===== src/rtl/pxs_ball_motion_ctrl.sv =====
// Per-frame ball motion controller: one position step per end-of-frame, with border
// bounces, edge-triggered speed requests and pause. Stream layout: {XC[9:0], YC[9:0], RGB[5:0]}.
module pxs_ball_motion_ctrl #(
    parameter int SIZE_BALL   = 16,
    parameter int VISIBLECOLS = 640,
    parameter int VISIBLEROWS = 480,
    parameter int SPEED_INIT  = 1,
    parameter int SPEED_MAX   = 20,
    parameter int X_INIT      = 156,
    parameter int Y_INIT      = 232
) (
    input  logic        px_clk,
    input  logic        reset,
    input  logic [25:0] RGBStr_i,
    input  logic        inc_vel,
    input  logic        dec_vel,
    input  logic        pause,
    output logic [9:0]  x_ball,
    output logic [9:0]  y_ball,
    output logic [4:0]  speed,
    output logic        dx,
    output logic        dy,
    output logic        bounce_x,
    output logic        bounce_y,
    output logic        upd_done
);

    localparam logic [10:0] XMAX  = 11'(VISIBLECOLS - SIZE_BALL);
    localparam logic [10:0] YMAX  = 11'(VISIBLEROWS - SIZE_BALL);
    localparam logic [9:0]  XLAST = 10'(VISIBLECOLS - 1);
    localparam logic [9:0]  YLAST = 10'(VISIBLEROWS - 1);

    typedef enum logic [1:0] {IDLE, CALC, COMMIT} state_t;

    state_t      state_q, state_d;
    logic [9:0]  x_q, x_d, y_q, y_d;
    logic [4:0]  speed_q, speed_d;
    logic        dx_q, dx_d, dy_q, dy_d;
    logic        bx_q, bx_d, by_q, by_d, upd_q, upd_d;
    logic        pend_inc_q, pend_inc_d, pend_dec_q, pend_dec_d;
    logic        eof_raw_q, eof_prev_q, inc_q, dec_q;
    logic        eof_raw, eof, inc_edge, dec_edge;
    logic [11:0] xs, ys;

    // Returns {bounce, new_dir, new_pos}; 11-bit sum keeps pos+speed from wrapping.
    function automatic logic [11:0] axis_step(input logic [9:0] pos, input logic dir,
                                              input logic [4:0] spd, input logic [10:0] maxp);
        logic [10:0] sum;
        sum = {1'b0, pos} + {6'b0, spd};
        axis_step = {1'b0, dir, pos};
        if (spd != 5'd0) begin
            if (!dir) begin
                if (sum >= maxp) axis_step = {1'b1, 1'b1, maxp[9:0]};
                else             axis_step = {1'b0, 1'b0, sum[9:0]};
            end else begin
                if ({1'b0, pos} <= {6'b0, spd}) axis_step = {1'b1, 1'b0, 10'd0};
                else                            axis_step = {1'b0, 1'b1, pos - {5'b0, spd}};
            end
        end
    endfunction

    assign eof_raw  = (RGBStr_i[25:16] == XLAST) && (RGBStr_i[15:6] == YLAST);
    assign eof      = eof_raw_q & ~eof_prev_q;
    assign inc_edge = inc_vel & ~inc_q;
    assign dec_edge = dec_vel & ~dec_q;

    assign xs = axis_step(x_q, dx_q, speed_q, XMAX);
    assign ys = axis_step(y_q, dy_q, speed_q, YMAX);

    always_comb begin
        state_d    = state_q;
        x_d        = x_q;
        y_d        = y_q;
        dx_d       = dx_q;
        dy_d       = dy_q;
        speed_d    = speed_q;
        bx_d       = 1'b0;
        by_d       = 1'b0;
        upd_d      = 1'b0;
        pend_inc_d = pend_inc_q | inc_edge;
        pend_dec_d = pend_dec_q | dec_edge;
        case (state_q)
            IDLE: if (eof && !pause) state_d = CALC;
            // The new position lands on entry to COMMIT, so the COMMIT cycle shows it with its pulses.
            CALC: begin
                x_d     = xs[9:0];
                dx_d    = xs[10];
                bx_d    = xs[11];
                y_d     = ys[9:0];
                dy_d    = ys[10];
                by_d    = ys[11];
                upd_d   = 1'b1;
                state_d = COMMIT;
            end
            COMMIT: begin
                if (pend_inc_q && !pend_dec_q && speed_q < 5'(SPEED_MAX)) speed_d = speed_q + 5'd1;
                if (pend_dec_q && !pend_inc_q && speed_q != 5'd0)         speed_d = speed_q - 5'd1;
                pend_inc_d = inc_edge;
                pend_dec_d = dec_edge;
                state_d    = IDLE;
            end
            default: state_d = IDLE;
        endcase
    end

    always_ff @(posedge px_clk or posedge reset) begin
        if (reset) begin
            state_q    <= IDLE;
            x_q        <= 10'(X_INIT);
            y_q        <= 10'(Y_INIT);
            speed_q    <= 5'(SPEED_INIT);
            dx_q       <= 1'b0;
            dy_q       <= 1'b0;
            bx_q       <= 1'b0;
            by_q       <= 1'b0;
            upd_q      <= 1'b0;
            pend_inc_q <= 1'b0;
            pend_dec_q <= 1'b0;
            eof_raw_q  <= 1'b0;
            eof_prev_q <= 1'b0;
            inc_q      <= 1'b0;
            dec_q      <= 1'b0;
        end else begin
            state_q    <= state_d;
            x_q        <= x_d;
            y_q        <= y_d;
            speed_q    <= speed_d;
            dx_q       <= dx_d;
            dy_q       <= dy_d;
            bx_q       <= bx_d;
            by_q       <= by_d;
            upd_q      <= upd_d;
            pend_inc_q <= pend_inc_d;
            pend_dec_q <= pend_dec_d;
            eof_raw_q  <= eof_raw;
            eof_prev_q <= eof_raw_q;
            inc_q      <= inc_vel;
            dec_q      <= dec_vel;
        end
    end

    assign x_ball   = x_q;
    assign y_ball   = y_q;
    assign speed    = speed_q;
    assign dx       = dx_q;
    assign dy       = dy_q;
    assign bounce_x = bx_q;
    assign bounce_y = by_q;
    assign upd_done = upd_q;

endmodule


===== config.mk =====
export PLATFORM = sky130hd
export DESIGN_NAME = pxs_ball_motion_ctrl
export DESIGN_NICKNAME = d
export VERILOG_FILES = /design/src/rtl/pxs_ball_motion_ctrl.sv
export SDC_FILE = /design/constraint.sdc
export NUM_CORES = 1
export LEC_CHECK = 0
export CAP_MARGIN = 10
export CORE_ASPECT_RATIO = 0.8
export CORE_UTILIZATION = 60
export CTS_BUF_LIST = sky130_fd_sc_hd__clkbuf_4 sky130_fd_sc_hd__clkbuf_8
export CTS_CLUSTER_SIZE = 28
export DETAILED_ROUTE_END_ITERATION = 10
export DONT_BUFFER_PORTS = 1
export GPL_TIMING_DRIVEN = 1
export MAX_ROUTING_LAYER = met4
export PLACE_DENSITY = 0.76
export SYNTH_ARGS = -nofsm -noshare
export SYNTH_HDL_FRONTEND = slang
export SYNTH_SLANG_ARGS = --single-unit

===== constraint.sdc =====
create_clock -name px_clk -period 6.8 [get_ports px_clk]
set_clock_uncertainty 0.15 [all_clocks]
set_input_delay 0.68 -clock px_clk [delete_from_list [all_inputs] [get_ports px_clk]]
set_output_delay 0.68 -clock px_clk [all_outputs]
set_load 0.01 [all_outputs]

# After elaboration in Yosys (flattened, before gate mapping)
# Index checks and enable logic that the tools add are counted.
[totals]
output_inout_bits = 30
inputBits = 31
regBits = 38
elab_cells = 70
[classes]
n_reduce_logical = 14
order_cmp = 5
n_mux = 17
n_bitwise = 8
eq_ne = 5
n_addsub = 6
[op_table]
columns = ["cell", "count"]
rows = [
  ["12-bit 2-to-1 mux", 8],
  ["10-bit by 5-bit adder with 11-bit output", 2],
  ["10-bit by 5-bit <= comparator with 1-bit output", 2],
  ["10-bit by 5-bit subtractor with 10-bit output", 2],
  ["11-bit by 10-bit >= comparator with 1-bit output (second input constant)", 1],
  ["11-bit by 9-bit >= comparator with 1-bit output (second input constant)", 1],
  ["10-bit == test (second input constant)", 1],
  ["10-bit by 9-bit == test with 1-bit output (second input constant)", 1],
  ["5-bit 2-to-1 mux", 2],
  ["1-bit logical AND", 6],
  ["5-bit by 1-bit adder with 5-bit output (second input constant)", 1],
  ["5-bit < comparator (second input constant)", 1],
  ["1-bit 2-to-1 mux", 5],
  ["5-bit nonzero test", 1],
  ["5-bit by 1-bit subtractor with 5-bit output (second input constant)", 1],
  ["2-bit case mux with 2 select lines", 1],
  ["2-bit AND reduction", 2],
  ["1-bit AND", 3],
  ["1-bit logical NOT", 3],
  ["1-bit inverter", 3],
  ["2-bit by 1-bit == test with 1-bit output (second input constant)", 1],
  ["2-bit == test (second input constant)", 1],
  ["2-bit logical NOT", 1],
  ["2-bit 2-to-1 mux", 1],
  ["3 further kinds", 4],
]

# Logic depth before layout (Yosys ltp)
[logic_depth]
depth_word = 6
ltp_mapped = 10
ltp_nobuf = 10

# Least setup slack after synthesis
# Ideal clock, no wire load.
[synth_path]
kind = "flip-flop to flip-flop"
start = "reg speed_q[1] (netlist: speed[1])"
end = "reg y_q[3] (netlist: y_ball[3])"
setup_time_ps = 83
setup_slack_ps = 3936
required_ps = 6567
stages_incl_launch_ff = 9
arrival_time_ps = 2630
path_buffers = 0
period_less_slack_ps = 2864
path_cell_list = "dfrtp_1 inv_1 ha_1 nor2b_1 o311ai_2 mux2_1 a22o_1 o31a_1 a221o_1"
[synth_via]
elab_chain_len = 4
word_cells_on_any_way = 9
cone_classes = "add/sub: 2; order compare: 2; mux: 3; reduce/logical: 2"
[synth_lines]
columns = ["element", "line", "rtl"]
rows = [
  ["start, declared", "37", "logic [4:0] speed_q, speed_d;"],
  ["start signal, assigned", "111", "speed_q <= 5'(SPEED_INIT);"],
  ["start signal, assigned", "127", "speed_q <= speed_d;"],
  ["10-bit by 5-bit adder with 11-bit output", "49", "sum = {1'b0, pos} + {6'b0, spd};"],
  ["11-bit by 9-bit >= comparator with 1-bit output", "53", "if (sum >= maxp) axis_step = {1'b1, 1'b1, maxp[9:0]};"],
  ["12-bit 2-to-1 mux", "53", ""],
  ["12-bit 2-to-1 mux", "52", "if (!dir) begin"],
  ["end signal, assigned", "110", "y_q <= 10'(Y_INIT);"],
  ["end signal, assigned", "126", "y_q <= y_d;"],
  ["end, declared", "36", "logic [9:0] x_q, x_d, y_q, y_d;"],
]
# Parallel ways exist; a longest one is shown, timed or not.
# A chain may end at the register's enable or synchronous reset.

# Worst setup path after layout
[layout_path]
start = "reg speed_q[1] (netlist: speed[1])"
end = "reg y_q[2] (netlist: y_ball[2])"
# The elaborated chain is that of the path after synthesis.

==> results_tabular.tex <==
\begin{tabular}{lr}
\hline
Metric & Value \\
\hline
\multicolumn{2}{l}{\textbf{Power}} \\
Net switching power figure & roughly 0.091 mW \\
Comb pwr share & 0.012 \\
Worst supply voltage drop on vdd & between 100 and 150 uV \\
Cell internal pwr & 0.3748 mW \\
Relative contribution of sequential cells to total power & 0.486 \\
Clock network fraction of total power & 0.501 \\
Design Power & 0.4663 mW \\
Switching fraction of total power & 0.1962 \\
Ratio of total power to cell area & $\sim$130 mW/mm\^{}2 \\
Leak Pwr & around 1.5 nW \\
\multicolumn{2}{l}{\textbf{Layout}} \\
Finished Core Util & 0.6755 \\
Final Non-Filler Cells & 447 \\
Number of antenna repair diodes & 0 \\
Total number of nets in the final design & 443 \\
Synth-to-Final Area Change & 5.341\% \\
Fraction of final layout cells with drive strength greater than 1 & 0.09610 \\
\multicolumn{2}{l}{\textbf{Place}} \\
Gpl congestion & around 0.9 \\
\# placed instances & about 440 \\
Buffers added on ports & 0 \\
HPWL after detailed placement & 6058 um \\
Setup WS pre-CTS & 3.465 ns \\
\multicolumn{2}{l}{\textbf{Timing}} \\
Slew at the pin with the worst max-slew slack & 0.7617 ns \\
Final hold violations & 0 \\
Setup repair after global routing missed its margin & false \\
Final-layout setup total negative slack & 0 ns \\
Min Tclk post-route & around 3.4 ns \\
Highest Clock Rate & 293.1 MHz \\
Final setup slack of the worst path & 3.388 ns \\
Setup violators final & 0 \\
Final Max Tran Viols & 0 \\
Max\_slew headroom & 0.4905 \\
Part of the cycle the worst path needs & 0.5017 \\
\multicolumn{2}{l}{\textbf{Routing}} \\
DR pass1 iterations & 9 \\
Count of unresolved DRC violations after routing & 3 \\
Vias/cell & 6.700 \\
Residual antenna-violating net count after detailed routing & 0 \\
DRC marker count from the first detailed-route iteration & 304 \\
Average routed wire per standard cell & 18.11 um \\
Total via count after detailed routing & 2995 \\
Total Wirelength & 8093 um \\
\multicolumn{2}{l}{\textbf{Floorplan}} \\
Initial cell density of the core & 0.6412 \\
Ports & between 60 and 70 \\
Area of the core & just over 0.005 sq mm \\
Die Area & 0.005808 sq mm \\
Die height & 68.37 um \\
Die Span X & 84.96 um \\
Row count & 23 \\
\multicolumn{2}{l}{\textbf{Worst setup path}} \\
Maximum fanout along the worst path & 10 \\
Worst setup SP type & flip-flop \\
Required time at the endpoint of the critical path & 6.81 ns \\
Critical path type & reg -> reg \\
Capturing element type of the critical path & flip-flop \\
Worst Path Arrival & 3.42 ns \\
\multicolumn{2}{l}{\textbf{Clocking}} \\
Root buffer selected by CTS & sky130\_fd\_sc\_hd\_\_clkbuf\_8 \\
Clock input transition at the sequential cells of the worst setup and hold paths & 0.08 ns \\
Clock buffer count from CTS & 5 \\
Count of buffers added by post-CTS timing repair for setup & 0 \\
Hold-fix buffers at CTS & 0 \\
Max H-tree Level & 2 \\
Max clock buf depth & 2 \\
Number of clock sinks & 38 \\
Resized cells post-CTS & 0 \\
Clock tree from TritonCTS & built \\
Clock network latency to the later pin of the worst-skew pair & 0.30 ns \\
\multicolumn{2}{l}{\textbf{Synth}} \\
Synth top area share & 0.2197 \\
Top FF cell, synth & sky130\_fd\_sc\_hd\_\_dfrtp\_1 \\
Share of synthesized flip-flops with an asynchronous set or reset & 1.000 \\
Yosys warning total & 0 \\
Number of synthesized flops with an enable pin & 0 \\
Post-Syn Instances & 390 \\
Number of nets produced by synthesis & 449 \\
Post-synthesis sequential element count & 38 \\
Distinct cell type count of the synthesized netlist & 64 \\
Leading cell types by count after synthesis & 32 x sky130\_fd\_sc\_hd\_\_o21ai\_0, 29 x sky130\_fd\_sc\_hd\_\_dfrtp\_1, 28 x sky130\_fd\_sc\_hd\_\_nor2\_1 \\
Most frequently used cell type in the post-synthesis netlist & sky130\_fd\_sc\_hd\_\_o21ai\_0 \\
Netlist area before placement & 0.003303 sq mm \\
Portion of the post-synthesis area used by sequential elements & 0.2913 \\
Most area-hungry cell type in the Yosys netlist & sky130\_fd\_sc\_hd\_\_dfrtp\_1 \\
Leading post-synthesis cells by cell area & sky130\_fd\_sc\_hd\_\_dfrtp\_1 22\%, sky130\_fd\_sc\_hd\_\_ha\_1 8.7\%, sky130\_fd\_sc\_hd\_\_dfstp\_2 7.2\% \\
Post-synthesis area per instance & 8.470 sq um \\
\multicolumn{2}{l}{\textbf{Hold path}} \\
Path class of the lowest-slack min-delay path & in -> async \\
\multicolumn{2}{l}{\textbf{GRT}} \\
Overall global routing resource usage & 0.3092 \\
Pin count of the biggest net entering global routing & 39 \\
Total grt overflow & 0 \\
Layer with the highest usage & met2 \\
Wire length of the first global-routing pass & about 13000 um \\
Number of global-route vias before repair & about 2800 \\
Met2 track utilization from global routing & 0.4698 \\
Global routing met3 resource utilization & 0.07358 \\
Met1 Resource Use GR & 0.4189 \\
Initial antenna violation count & 0 \\
\multicolumn{2}{l}{\textbf{Status}} \\
Status & finished, violations left \\
Failing checks & DRC \\
\multicolumn{2}{l}{\textbf{Job}} \\
Max capacitance violation total & 0 \\
\hline
\end{tabular}
layout make-up:
class	count	area, sq um
sequential	38	962.2
timing repair buffer	3	22.52
clock buffer	5	68.82
fill	425	1672
multi-input combinational	309	2178
inverter	27	101.3
tap	62	77.57
clock inverter	3	68.82
flip-flops by register name (all words and copies together) (netlist names):
name and count:
x_ball 10, y_ball 10, speed 5, state_q 2
bounce_x 1, bounce_y 1, dec_q 1, dx 1
dy 1, eof_prev_q 1, eof_raw_q 1, inc_q 1
pend_dec_q 1, pend_inc_q 1, upd_done 1
through the flow:
step	hold slack, ns	area [sq um]
after global placement	0.2139	3342
after global routing	0.2362	3480
final	0.2286	3480
after floorplan	0.2046	3303
after CTS	0.2370	3480
after detailed placement	0.2185	3342
critical path, cell delays in order, from the launching register on:
cell and delay (ns):
sky130_fd_sc_hd__dfrtp_1 0.69, sky130_fd_sc_hd__inv_1 0.31, sky130_fd_sc_hd__ha_1 0.41, sky130_fd_sc_hd__nor2b_1 0.08, sky130_fd_sc_hd__o311ai_2 0.44, sky130_fd_sc_hd__mux2_1 0.37, sky130_fd_sc_hd__a22o_1 0.24, sky130_fd_sc_hd__o31ai_1 0.40
sky130_fd_sc_hd__o31ai_1 0.18
kinds of logic after synthesis:
family	after synthesis	share of synthesized area
muxes	4	0.01250
DFF	38	0.2913
adders and majority gates	28	0.1174
buffers and inverters	43	0.05265
AOI/OAI and AO/OA	125	0.2636
xor gates and xnor gates	21	0.05568
and+or+nand+nor	131	0.2068
power groups by stage:
| stage | Clock [mW] | Combinational (mW) | Sequential (mW) |
|---|---|---|---|
| 2_1_floorplan | 0 | 0.00425 | 0.231 |
| 3_3_place_gp | 0 | 0.00596 | 0.231 |
| 3_5_place_dp | 0 | 0.00605 | 0.231 |
| 4_1_cts | 0.238 | 0.00609 | 0.227 |
| 5_1_grt | 0.248 | 0.00686 | 0.227 |
| 6_report | 0.234 | 0.00572 | 0.227 |
cell usage in the layout (no fill, tap or decap), types with 6 or more instances in the layout:
master and count:
sky130_fd_sc_hd__a31o_2 7, sky130_fd_sc_hd__o21ai_0 32, sky130_fd_sc_hd__nand3_1 10, sky130_fd_sc_hd__dfstp_2 9, sky130_fd_sc_hd__xor2_1 6, sky130_fd_sc_hd__a21oi_1 21
sky130_fd_sc_hd__inv_1 27, sky130_fd_sc_hd__nand2_1 27, sky130_fd_sc_hd__nor2b_1 9, sky130_fd_sc_hd__a21o_1 11, sky130_fd_sc_hd__nor2_1 28, sky130_fd_sc_hd__nand2b_1 9
sky130_fd_sc_hd__o31ai_1 9, sky130_fd_sc_hd__ha_1 23, sky130_fd_sc_hd__xnor2_1 15, sky130_fd_sc_hd__nor3_1 12, sky130_fd_sc_hd__nand4b_1 6, sky130_fd_sc_hd__dfrtp_1 29
path summary, 6_finish.rpt:
path	from	end	slack (ns)	depth (start not counted)
max	speed[1]$_DFFE_PP0P_	y_ball[2]$_DFFE_PP0P_	3.39	8
min	reset	x_ball[5]$_DFFE_PP0P_	0.23	2
max reg2reg	speed[1]$_DFFE_PP0P_	y_ball[2]$_DFFE_PP0P_	3.39	8
min reg2reg	eof_raw_q$_DFF_PP0_	eof_prev_q$_DFF_PP0_	0.23	0
max in group asynchronous	reset	y_ball[6]$_DFFE_PP1P_	5.92	2
min in group px_clk	eof_raw_q$_DFF_PP0_	eof_prev_q$_DFF_PP0_	0.23	0
layer usage:
metal  vias to the layer above  part of all wire
met1                      1413              0.46
li1                       1413                 -
met5                         -                 0
met3                         9              0.10
met2                       160              0.43
met4                         0            0.0091
No activity file was read; power rests on OpenSTA's default activity.
